--- src/rtl/seq_pkg.sv ---
// Shared definitions for the serial pattern transmitter and detector blocks.
package seq_pkg;

    localparam logic [1:0] ST_IDLE  = 2'd0;
    localparam logic [1:0] ST_SHIFT = 2'd1;
    localparam logic [1:0] ST_GAP   = 2'd2;

    typedef enum logic [1:0] {
        StIdle  = ST_IDLE,
        StShift = ST_SHIFT,
        StGap   = ST_GAP
    } tx_state_e;

    // Bits needed to hold a length of 0..width.
    function automatic int unsigned len_width(input int unsigned width);
        return $clog2(width + 1);
    endfunction

endpackage

--- src/rtl/seq_tx_shift_reg.sv ---
// Left-aligning load/shift register with a down counter of bits still to present.
// On load the MSB of the word is offered on first_bit and the rest is kept for shifting.
module seq_tx_shift_reg
    import seq_pkg::*;
#(
    parameter int unsigned WIDTH = 8
) (
    input  logic                          clk,
    input  logic                          rst,
    input  logic                          load,
    input  logic                          shift,
    input  logic [WIDTH-1:0]              load_data,
    input  logic [len_width(WIDTH)-1:0]   load_len,
    output logic                          first_bit,
    output logic                          cur_bit,
    output logic                          count_one
);

    localparam int unsigned LW = len_width(WIDTH);

    logic [WIDTH-1:0] aligned;
    logic [WIDTH-1:0] data_q, data_d;
    logic [LW-1:0]    count_q, count_d;

    // load_len is always 1..WIDTH here; the used field is moved up to the MSB end.
    always_comb begin
        aligned = load_data << (LW'(WIDTH) - load_len);
        data_d  = data_q;
        count_d = count_q;
        if (load) begin
            data_d  = aligned << 1;
            count_d = load_len - 1'b1;
        end else if (shift && (count_q != '0)) begin
            data_d  = data_q << 1;
            count_d = count_q - 1'b1;
        end
    end

    always_ff @(posedge clk) begin
        if (rst) begin
            data_q  <= '0;
            count_q <= '0;
        end else begin
            data_q  <= data_d;
            count_q <= count_d;
        end
    end

    assign first_bit = aligned[WIDTH-1];
    assign cur_bit   = data_q[WIDTH-1];
    assign count_one = (count_q == LW'(1));

endmodule

--- src/rtl/seq_pattern_tx_fsm.sv ---
// Serial pattern transmitter: accepts a 1..WIDTH bit word over valid/ready and sends it
// MSB-first on dout, followed by GAP_CYCLES idle cycles. All outputs are registered.
module seq_pattern_tx_fsm
    import seq_pkg::*;
#(
    parameter int unsigned WIDTH      = 8,
    parameter int unsigned GAP_CYCLES = 2
) (
    input  logic                          clk,
    input  logic                          rst,
    input  logic                          in_valid,
    input  logic [WIDTH-1:0]              in_data,
    input  logic [len_width(WIDTH)-1:0]   in_len,
    output logic                          in_ready,
    output logic                          dout,
    output logic                          dout_valid,
    output logic                          dout_last,
    output logic                          busy
);

    localparam int unsigned LW   = len_width(WIDTH);
    localparam int unsigned GapW = (GAP_CYCLES > 1) ? $clog2(GAP_CYCLES) : 1;

    tx_state_e       state_q, state_d;
    logic [GapW-1:0] gap_q, gap_d;
    logic            in_ready_q, in_ready_d;
    logic            dout_q, dout_d;
    logic            dout_valid_q, dout_valid_d;
    logic            dout_last_q, dout_last_d;
    logic            busy_q, busy_d;

    logic [LW-1:0]   eff_len;
    logic            sr_load, sr_shift;
    logic            sr_first_bit, sr_cur_bit, sr_count_one;

    assign eff_len = ((in_len == '0) || (in_len > LW'(WIDTH))) ? LW'(WIDTH) : in_len;

    seq_tx_shift_reg #(
        .WIDTH (WIDTH)
    ) u_shift_reg (
        .clk       (clk),
        .rst       (rst),
        .load      (sr_load),
        .shift     (sr_shift),
        .load_data (in_data),
        .load_len  (eff_len),
        .first_bit (sr_first_bit),
        .cur_bit   (sr_cur_bit),
        .count_one (sr_count_one)
    );

    // Output flops are loaded one step ahead: dout_last_q marks the bit now on dout as
    // the final one, so the next edge leaves SHIFT.
    always_comb begin
        state_d      = state_q;
        gap_d        = gap_q;
        sr_load      = 1'b0;
        sr_shift     = 1'b0;
        dout_d       = 1'b0;
        dout_valid_d = 1'b0;
        dout_last_d  = 1'b0;

        unique case (state_q)
            StIdle: begin
                if (in_valid && in_ready_q) begin
                    sr_load      = 1'b1;
                    state_d      = StShift;
                    dout_d       = sr_first_bit;
                    dout_valid_d = 1'b1;
                    dout_last_d  = (eff_len == LW'(1));
                end
            end
            StShift: begin
                if (dout_last_q) begin
                    gap_d = '0;
                    if (GAP_CYCLES > 0) begin
                        state_d = StGap;
                    end else begin
                        state_d = StIdle;
                    end
                end else begin
                    sr_shift     = 1'b1;
                    dout_d       = sr_cur_bit;
                    dout_valid_d = 1'b1;
                    dout_last_d  = sr_count_one;
                end
            end
            StGap: begin
                if (int'(gap_q) == int'(GAP_CYCLES) - 1) begin
                    state_d = StIdle;
                end else begin
                    gap_d = gap_q + 1'b1;
                end
            end
            default: state_d = StIdle;
        endcase

        in_ready_d = (state_d == StIdle);
        busy_d     = (state_d != StIdle);
    end

    always_ff @(posedge clk) begin
        if (rst) begin
            state_q      <= StIdle;
            gap_q        <= '0;
            in_ready_q   <= 1'b1;
            dout_q       <= 1'b0;
            dout_valid_q <= 1'b0;
            dout_last_q  <= 1'b0;
            busy_q       <= 1'b0;
        end else begin
            state_q      <= state_d;
            gap_q        <= gap_d;
            in_ready_q   <= in_ready_d;
            dout_q       <= dout_d;
            dout_valid_q <= dout_valid_d;
            dout_last_q  <= dout_last_d;
            busy_q       <= busy_d;
        end
    end

    assign in_ready   = in_ready_q;
    assign dout       = dout_q;
    assign dout_valid = dout_valid_q;
    assign dout_last  = dout_last_q;
    assign busy       = busy_q;

endmodule

--- config.mk ---
export PLATFORM = sky130hd
export DESIGN_NAME = seq_pattern_tx_fsm
export DESIGN_NICKNAME = d
export VERILOG_FILES = /design/src/rtl/seq_pkg.sv /design/src/rtl/seq_tx_shift_reg.sv /design/src/rtl/seq_pattern_tx_fsm.sv
export SDC_FILE = /design/constraint.sdc
export NUM_CORES = 1
export LEC_CHECK = 0
export CAP_MARGIN = 10
export CORE_MARGIN = 2
export CORE_UTILIZATION = 49
export CTS_CLUSTER_SIZE = 40
export DETAILED_ROUTE_END_ITERATION = 10
export DONT_BUFFER_PORTS = 1
export PLACE_DENSITY = 0.63
export SYNTH_ARGS = -nofsm -noshare
export SYNTH_HDL_FRONTEND = slang
export SYNTH_SLANG_ARGS = --single-unit
--- constraint.sdc ---
create_clock -name clk -period 4.7 [get_ports clk]
set_input_delay 1.41 -clock clk [delete_from_list [all_inputs] [get_ports clk]]
set_output_delay 1.41 -clock clk [all_outputs]
set_load 0.05 [all_outputs]
After elaboration in Yosys (flattened, before gate mapping)
Index checks and enable logic that the tools add are counted.
{"block": "classes", "addsub": 4, "magnitude_cmp": 1, "n_eq_ne": 5, "shifts": 1, "mux": 23, "reduce_logical": 11}
{"op": "8-bit two-way mux", "count": 2}
{"op": "4-bit two-way mux", "count": 3}
{"op": "1-bit two-way mux", "count": 10}
{"op": "4-bit by 1-bit equality test with 1-bit output (second input constant)", "count": 2}
{"op": "1-bit one-hot mux with 2 select lines", "count": 4}
{"op": "8-bit by 4-bit << shifter with 8-bit output", "count": 1}
{"op": "4-bit by 1-bit subtractor with 4-bit output (second input constant)", "count": 2}
{"op": "2-bit two-way mux", "count": 3}
{"op": "2-bit one-hot mux with 3 select lines", "count": 1}
{"op": "2-bit nonzero test", "count": 3}
{"op": "4-bit greater-than comparator (second input constant)", "count": 1}
{"op": "2-bit logical NOT", "count": 2}
{"op": "4-bit logical NOT", "count": 1}
{"op": "4-bit nonzero test", "count": 1}
{"op": "4-bit subtractor (first input constant)", "count": 1}
{"op": "2-bit by 1-bit equality test with 1-bit output (second input constant)", "count": 1}
{"op": "2-bit equality test (second input constant)", "count": 1}
{"op": "1-bit logical AND", "count": 2}
{"op": "2-bit != test (second input constant)", "count": 1}
{"op": "2-bit AND reduction", "count": 1}
{"op": "1-bit adder (second input constant)", "count": 1}
{"op": "1-bit logical OR", "count": 1}
{"block": "totals", "regBits": 19, "in_bits": 15, "out_inout_bits": 5, "elab_cells": 54}

Longest topological paths before layout
Gate-level depths: netlist of run 1.
{"block": "logic_depth", "word_depth": 7, "ltp_mapped": 9, "depth_no_buf": 8}

Cells and area by module
A second synthesis of run 1 with hierarchy kept.
{"block": "unflattened", "cells_unflattened": 151, "hier_area_um2": 1375.1}
{"mod": "seq_tx_shift_reg", "instances": 1, "cells_per_inst": 121, "area_per_inst_um2": 1047.3, "seq_area_each_um2": 220.2}
{"mod": "seq_pattern_tx_fsm", "instances": 1, "cells_per_inst": 30, "area_per_inst_um2": 327.8, "seq_area_each_um2": 160.2}

Worst setup path after synthesis of run 1
OpenSTA, ideal clock, no wires.
{"block": "synth_timing", "kind": "in2reg", "from": "input port in_len[0]", "to": "register dout_q (netlist: dout)", "setup_time_ps": 131, "arrival_ps": 3068, "required_time_ps": 4569, "setup_slack_ps": 1501, "stages": 8, "path_buffers": 2, "cell_sequence": "nor2b_1 > buf_4 > ha_1 > clkbuf_1 > mux4_2 > mux2i_1 > o22a_1 > nor3_1"}
{"block": "synth_via", "elab_chain_cells": 7, "word_cells_on_any_way": 8, "cone_classes": "add/sub: 1; order compare: 1; shift: 1; mux: 3; reduce/logical: 2"}
{"item": "start: declaration", "line_no": "seq_pattern_tx_fsm.sv:13", "rtl": "input logic [len_width(WIDTH)-1:0] in_len,"}
{"item": "4-bit greater-than comparator / 4-bit logical NOT (equally long branches)", "line_no": "seq_pattern_tx_fsm.sv:36", "rtl": "assign eff_len = ((in_len == '0) || (in_len > LW'(WIDTH))) ? LW'(WIDTH) : in_len;"}
{"item": "1-bit logical OR", "line_no": "seq_pattern_tx_fsm.sv:36"}
{"item": "4-bit two-way mux *", "line_no": "seq_pattern_tx_fsm.sv:36"}
{"item": "4-bit subtractor *", "line_no": "seq_tx_shift_reg.sv:27", "rtl": "aligned = load_data << (LW'(WIDTH) - load_len);"}
{"item": "8-bit by 4-bit << shifter with 8-bit output *", "line_no": "seq_tx_shift_reg.sv:27"}
{"item": "1-bit two-way mux *", "line_no": "seq_pattern_tx_fsm.sv:65", "rtl": "if (in_valid && in_ready_q) begin"}
{"item": "1-bit one-hot mux with 2 select lines *", "line_no": "seq_pattern_tx_fsm.sv:63", "rtl": "unique case (state_q)"}
{"item": "end signal: assignment", "line_no": "seq_pattern_tx_fsm.sv:115", "rtl": "dout_q <= dout_d;"}
{"item": "end: declaration", "line_no": "seq_pattern_tx_fsm.sv:27", "rtl": "logic dout_q, dout_d;"}
Mark *: on every way between the ends. The rest lies on a longest branch, timed or not.
A chain may end at the register's enable or synchronous reset.

Final worst setup path of run 1
{"block": "layout_timing", "from": "input port in_len[0]", "to": "register u_shift_reg.data_q[6]"}
{"block": "layout_via", "elab_chain_cells": 6, "word_cells_on_any_way": 7, "cone_classes": "add/sub: 1; order compare: 1; shift: 1; mux: 2; reduce/logical: 2"}
{"item": "4-bit greater-than comparator / 4-bit logical NOT (equally long branches)", "line_no": "seq_pattern_tx_fsm.sv:36"}
{"item": "1-bit logical OR", "line_no": "seq_pattern_tx_fsm.sv:36"}
{"item": "4-bit two-way mux *", "line_no": "seq_pattern_tx_fsm.sv:36"}
{"item": "4-bit subtractor *", "line_no": "seq_tx_shift_reg.sv:27"}
{"item": "8-bit by 4-bit << shifter with 8-bit output *", "line_no": "seq_tx_shift_reg.sv:27"}
{"item": "8-bit two-way mux *", "line_no": "seq_tx_shift_reg.sv:30", "rtl": "if (load) begin"}
{"item": "end signal: assignment", "line_no": "seq_tx_shift_reg.sv:44", "rtl": "data_q <= data_d;"}
{"item": "end: declaration", "line_no": "seq_tx_shift_reg.sv:22", "rtl": "logic [WIDTH-1:0] data_q, data_d;"}
Marked as above.

==> impl_metrics.env, run 1 <==
export IMPL_core_area_sq_um=2230
export IMPL_place_gp_congestion=0.769
export IMPL_synth_top_area_share=0.327
export IMPL_cts_inserted_buffers=3
export IMPL_maxSlewViolCount=0
export IMPL_fmax_mhz=299
export IMPL_yosys_cell_types_count=45
export IMPL_top_layer="met4"
export IMPL_p_per_area_nw_per_um2=335
export IMPL_rsz0062_at_grt="no"
export IMPL_worst_pin_slew_ns=0.637
export IMPL_grt_max_degree=18
export IMPL_seq_area_frac_synth=0.327
export IMPL_post_drt_wl_per_cell_um=15.6
export IMPL_clkSinkCount=19
export IMPL_clk_pin_slew_ns=0.11
export IMPL_cts_setup_buffers=0
export IMPL_max_stage_delay_ns=0.54
export IMPL_drt_pass1_iter_count=4
export IMPL_syn_num_nets=143
export IMPL_wl_met2_um=1050
export IMPL_hold_class="register to register"
export IMPL_grt_antenna_before_repair=0
export IMPL_num_antenna_cells=0
export IMPL_drive_above_1_share=0.149
export IMPL_netlist_instances=124
export IMPL_slowest_stage="mux4_2"
export IMPL_dieHeight_um=52.7
export IMPL_critPathRequiredTime_ns=4.90
export IMPL_start_util=0.521
export IMPL_final_setup_skew_ns=0.00338
export IMPL_yosysWarnings=0
export IMPL_dp_hpwl_um=1720
export IMPL_fin_setup_tns_ns=0
export IMPL_synthTopCellsByArea="dfxtp_1, mux4_2, mux2i_1, nor2_1, ha_1"
export IMPL_grt_pass1_vias=826
export IMPL_tritoncts="yes"
export IMPL_clockBufferDepth=2
export IMPL_leakage_nw=0.456
export IMPL_slew_headroom=0.575
export IMPL_grt_pass1_wl_um=3860
export IMPL_endpoint_kind="register"
export IMPL_area_growth_pct=2.04
export IMPL_postCtsHoldBufs=0
export IMPL_finalCritPeriodShare=0.711
export IMPL_avgSynthCellArea_sq_um=9.38
export IMPL_grt_usage=0.189
export IMPL_ir_drop_uv=230
export IMPL_synth_area_leader_cell="dfxtp_1"
export IMPL_io_pins=20
export IMPL_synth_edf_count=0
export IMPL_layout_min_cycle_time_ns=3.34
export IMPL_layout_setup_ws_ns=1.36
export IMPL_htreeDepth=1
export IMPL_wl_met3_um=93
export IMPL_die_x_um=52.7
export IMPL_hold_viol_final=0
export IMPL_io_buffers=0
export IMPL_path_cells="nor2b_1 -> inv_2 -> ha_1 -> xnor2_4 -> mux4_2 -> nor2_1 -> nor4_1"
export IMPL_crit_fanout=9
export IMPL_root_buffer="clkbuf_4"
export IMPL_fp_row_count=17
export IMPL_ant_nets=0
export IMPL_fin_cells=149
export IMPL_drt_iter0_drc=23
export IMPL_ys_ff_latch=19
export IMPL_maxCapViolCount=0
export IMPL_dp_cells=145
export IMPL_critical_path_arrival_ns=3.54
export IMPL_route_vias_total=892
export IMPL_syn_area_sq_um=1160
export IMPL_clock_latency_ns=0.30
export IMPL_met1Wirelength_um=1160
export IMPL_fp_dieArea_sq_um=2780
export IMPL_place_ws_ns=1.04
export IMPL_drc=0
export IMPL_finalWirelength_um=2320
export IMPL_grt_overflow=0
export IMPL_start_kind="input port"
export IMPL_critPathKind="input port to register"
export IMPL_finalNetCount=141
export IMPL_setup_viol=0
export IMPL_status="complete, no violations"
export IMPL_synthFlopType="dfxtp_1"
export IMPL_cts_resized=0
export IMPL_synthArstFlopShare=0
export IMPL_viasPerCell=5.99
through the flow:
step           hold slack (ns)  utilization  cell area, sq um  total power [mW]
2_1_floorplan            0.465            -              1160             0.305
3_3_place_gp             0.486        0.519              1160             0.318
3_5_place_dp             0.499        0.519              1160             0.318
4_1_cts                  0.525        0.532              1190             0.400
5_1_grt                  0.538        0.532              1190             0.422
6_report                 0.527        0.532              1190             0.398
logic make-up after synthesis:
family          Yosys count  synth area share
buf+inv                  12            0.0494
fa+ha+maj                 4            0.0430
simple gates             47             0.225
mux                      13             0.165
xor+xnor                  5            0.0538
flops                    19             0.327
compound gates           24             0.138
power breakdown:
part           leakage [nW]  internal (mW)  switching, mW
registers             0.156          0.179         0.0285
clock network        0.0177         0.0317         0.0514
logic                 0.282         0.0506         0.0572
total                 0.456          0.261          0.137
synthesized netlist by cell type (2+ instances only):
cell type,n
nor3_1,8
a22oi_1,2
mux4_2,4
ha_1,4
o21ai_0,3
inv_1,4
a21oi_1,6
nand2_1,8
clkbuf_1,4
mux2_4,2
a31oi_1,3
xor2_1,2
dfxtp_1,19
nor2_1,14
nor4_1,2
nand3_1,2
mux2i_1,6
nand2b_1,3
xnor2_1,2
metal layers:
layer / vias to the layer above / global-route usage
met2: 21 / 0.296
met3: 4 / 0.0486
li1: 445 / -
met4: 0 / 0.0513
met5: - / 0
met1: 422 / 0.257
layout by cell type (no fill, tap or decap), types with 2 or more instances in the layout:
cell / n
o21ai_0: 3
clkbuf_4: 3
nor4_1: 2
mux2_4: 2
mux4_2: 4
nand3_1: 2
a31oi_1: 3
a21oi_1: 6
nand2_1: 8
nand2b_1: 3
xor2_1: 2
nor2_1: 14
nor3_1: 8
mux2i_1: 6
ha_1: 4
a22oi_1: 2
xnor2_1: 2
dfxtp_1: 19
inv_1: 4
sequential cells by signal, summed over array words and instances (netlist names):
name                 count
busy                     1
dout                     1
u_shift_reg.count_q      4
state_q                  2
dout_last                1
in_ready                 1
gap_q                    1
dout_valid               1
u_shift_reg.data_q       7
worst max-delay path: cells and delay by family:
| kind | cells | cell delay, ns |
|---|---|---|
| adders and majority gates | 1 | 0.37 |
| buffers and inverters | 1 | 0.20 |
| xor gates and xnor gates | 1 | 0.35 |
| and+or+nand+nor | 3 | 0.67 |
| muxes | 1 | 0.54 |
path summary, 6_finish.rpt:
check	slack (ns)	to	depth (start not counted)	start
setup / recovery	1.36	u_shift_reg.data_q[6]	7	in_len[0]
hold / removal	0.53	gap_q	2	gap_q
setup reg to reg	2.59	u_shift_reg.data_q[6]	4	in_ready
hold reg to reg	0.53	gap_q	2	gap_q
final cells by class:
type | count | area (sq um)
Clock inverter | 1 | 5.00
Inverter | 5 | 18.8
Fill cell | 211 | 1050
Clock buffer | 3 | 22.5
Sequential cell | 19 | 380
Multi-Input combinational cell | 93 | 726
Tap cell | 28 | 35.0
No activity file was read; power rests on OpenSTA's default activity.
==> run 2: changes to the inputs <==
==> constraint.sdc (replaced) <==
create_clock -name clk -period 3.35 [get_ports clk]
set_input_delay 1.005 -clock clk [delete_from_list [all_inputs] [get_ports clk]]
set_output_delay 1.005 -clock clk [all_outputs]
set_load 0.05 [all_outputs]
==> run 2 against run 1 <==
Sequential power increased by 40%. Setup slack worse by 0.56 ns. Core utilization increased by 0.62 points. Worst hold slack got worse by 0.019 ns.
==> impl_metrics.env, run 2 (synthesized netlist as in run 1, its figures left out) <==
export IMPL_worst_pin_slew_ns=0.557
export IMPL_critical_path_arrival_ns=2.75
export IMPL_clk_pin_slew_ns=0.10
export IMPL_root_buffer="clkbuf_4"
export IMPL_cts_resized=0
export IMPL_drt_iter0_drc=23
export IMPL_route_vias_total=910
export IMPL_dp_hpwl_um=1680
export IMPL_die_x_um=52.7
export IMPL_tritoncts="yes"
export IMPL_ir_drop_uv=287
export IMPL_start_util=0.521
export IMPL_fin_cells=151
export IMPL_htreeDepth=1
export IMPL_finalNetCount=143
export IMPL_grt_pass1_wl_um=3530
export IMPL_grt_max_degree=18
export IMPL_crit_fanout=10
export IMPL_reg2reg_from="dout_last"
export IMPL_leakage_nw=0.463
export IMPL_maxCapViolCount=0
export IMPL_crit_buf_inv=1
export IMPL_finalCritPeriodShare=0.763
export IMPL_place_ws_ns=0.488
export IMPL_drive_above_1_share=0.154
export IMPL_viasPerCell=6.03
export IMPL_design_area_sq_um=1200
export IMPL_setup_viol=0
export IMPL_clockBufferDepth=2
export IMPL_status="complete, no violations"
export IMPL_path_delay_family="multiplexers"
export IMPL_fill_cells=197
export IMPL_layout_min_cycle_time_ns=2.56
export IMPL_fp_row_count=17
export IMPL_largest_reg_flops=7
export IMPL_layout_commonest_cell="dfxtp_1"
export IMPL_final_setup_skew_ns=0.000853
export IMPL_drc=0
export IMPL_grt_usage=0.173
export IMPL_cts_inserted_buffers=3
export IMPL_grt_antenna_before_repair=0
export IMPL_io_buffers=0
export IMPL_io_pins=20
export IMPL_critPathRequiredTime_ns=3.54
export IMPL_slowest_stage="mux4_2"
export IMPL_endpoint_kind="register"
export IMPL_p_per_area_nw_per_um2=465
export IMPL_layout_common_cells="dfxtp_1, nor2_1, nand2_1, nor3_1"
export IMPL_path_cells="nor2b_1 -> buf_4 -> ha_1 -> mux4_2 -> mux2i_1 -> o22a_1 -> nor3_1"
export IMPL_post_drt_wl_per_cell_um=14.8
export IMPL_num_antenna_cells=0
export IMPL_core_area_sq_um=2230
export IMPL_finalWirelength_um=2230
export IMPL_drt_pass1_iter_count=4
export IMPL_start_kind="input port"
export IMPL_area_growth_pct=3.23
export IMPL_slew_headroom=0.628
export IMPL_clock_latency_ns=0.29
export IMPL_place_gp_congestion=0.829
export IMPL_hold_viol_final=0
export IMPL_grt_overflow=0
export IMPL_grt_pass1_vias=785
export IMPL_max_stage_delay_ns=0.54
export IMPL_fp_dieArea_sq_um=2780
export IMPL_clkSinkCount=19
export IMPL_reg_top3="u_shift_reg.data_q: 7 flops, u_shift_reg.count_q: 4 flops, state_q: 2 flops"
export IMPL_hold_class="register to register"
export IMPL_layout_setup_ws_ns=0.794
export IMPL_crit_path_start="in_len[0]"
export IMPL_ant_nets=0
export IMPL_dieHeight_um=52.7
export IMPL_fin_setup_tns_ns=0
export IMPL_regMostFlops="u_shift_reg.data_q"
export IMPL_postCtsHoldBufs=0
export IMPL_maxSlewViolCount=0
export IMPL_cts_setup_buffers=0
export IMPL_place_area_sq_um=1170
export IMPL_rsz0062_at_grt="no"
export IMPL_critPathKind="input port to register"
export IMPL_dp_cells=147
export IMPL_worstHoldStart="u_shift_reg.data_q[4]"
export IMPL_fmax_mhz=391
run 2: changes by cell type in the layout (fill, tap and decap cells not counted):
cell / delta
buf_4: +2
clkbuf_1: +1
clkinv_2: -1
run 2: worst paths after layout:
path	to	slack, ns	cells past startpoint
setup / recovery	dout	0.79	7
setup reg to reg	u_shift_reg.data_q[3]	1.39	5
hold reg to reg	u_shift_reg.data_q[5]	0.51	2
hold / removal	u_shift_reg.data_q[5]	0.51	2
run 2: report_power, final:
group	leakage, nW	internal [mW]	switching (mW)
sequential	0.156	0.250	0.0396
combinational	0.292	0.0736	0.0803
clock	0.0150	0.0463	0.0688
run 2: layer usage:
layer,GRT usage,part of all wire
met1,0.250,0.48
met2,0.244,0.45
met3,0.0543,0.064
met4,0.0513,0.0063
met5,0,0
run 2: area by class of cell:
| class | instances | area (sq um) | share of cell area |
|---|---|---|---|
| clock buffers | 4 | 26.3 | 0.0219 |
| flip-flops and latches | 19 | 380 | 0.317 |
| multi-input cells | 93 | 726 | 0.604 |
| inverters | 5 | 18.8 | 0.0156 |
| well taps | 28 | 35.0 | 0.0292 |
| repair buffers | 2 | 15.0 | 0.0125 |
run 2: through the flow:
stage | hold WS (ns) | utilization | power (mW)
after floorplan | 0.465 | - | 0.428
after CTS | 0.513 | 0.538 | 0.562
after global routing | 0.544 | 0.538 | 0.593
after detailed placement | 0.496 | 0.526 | 0.448
final | 0.508 | 0.538 | 0.559
after global placement | 0.484 | 0.526 | 0.448
run 2: tightest hold or removal path: stages, from the launching register on:
cell and delay, ns:
dfxtp_1 0.33, nor2_1 0.09, nor4_1 0.05
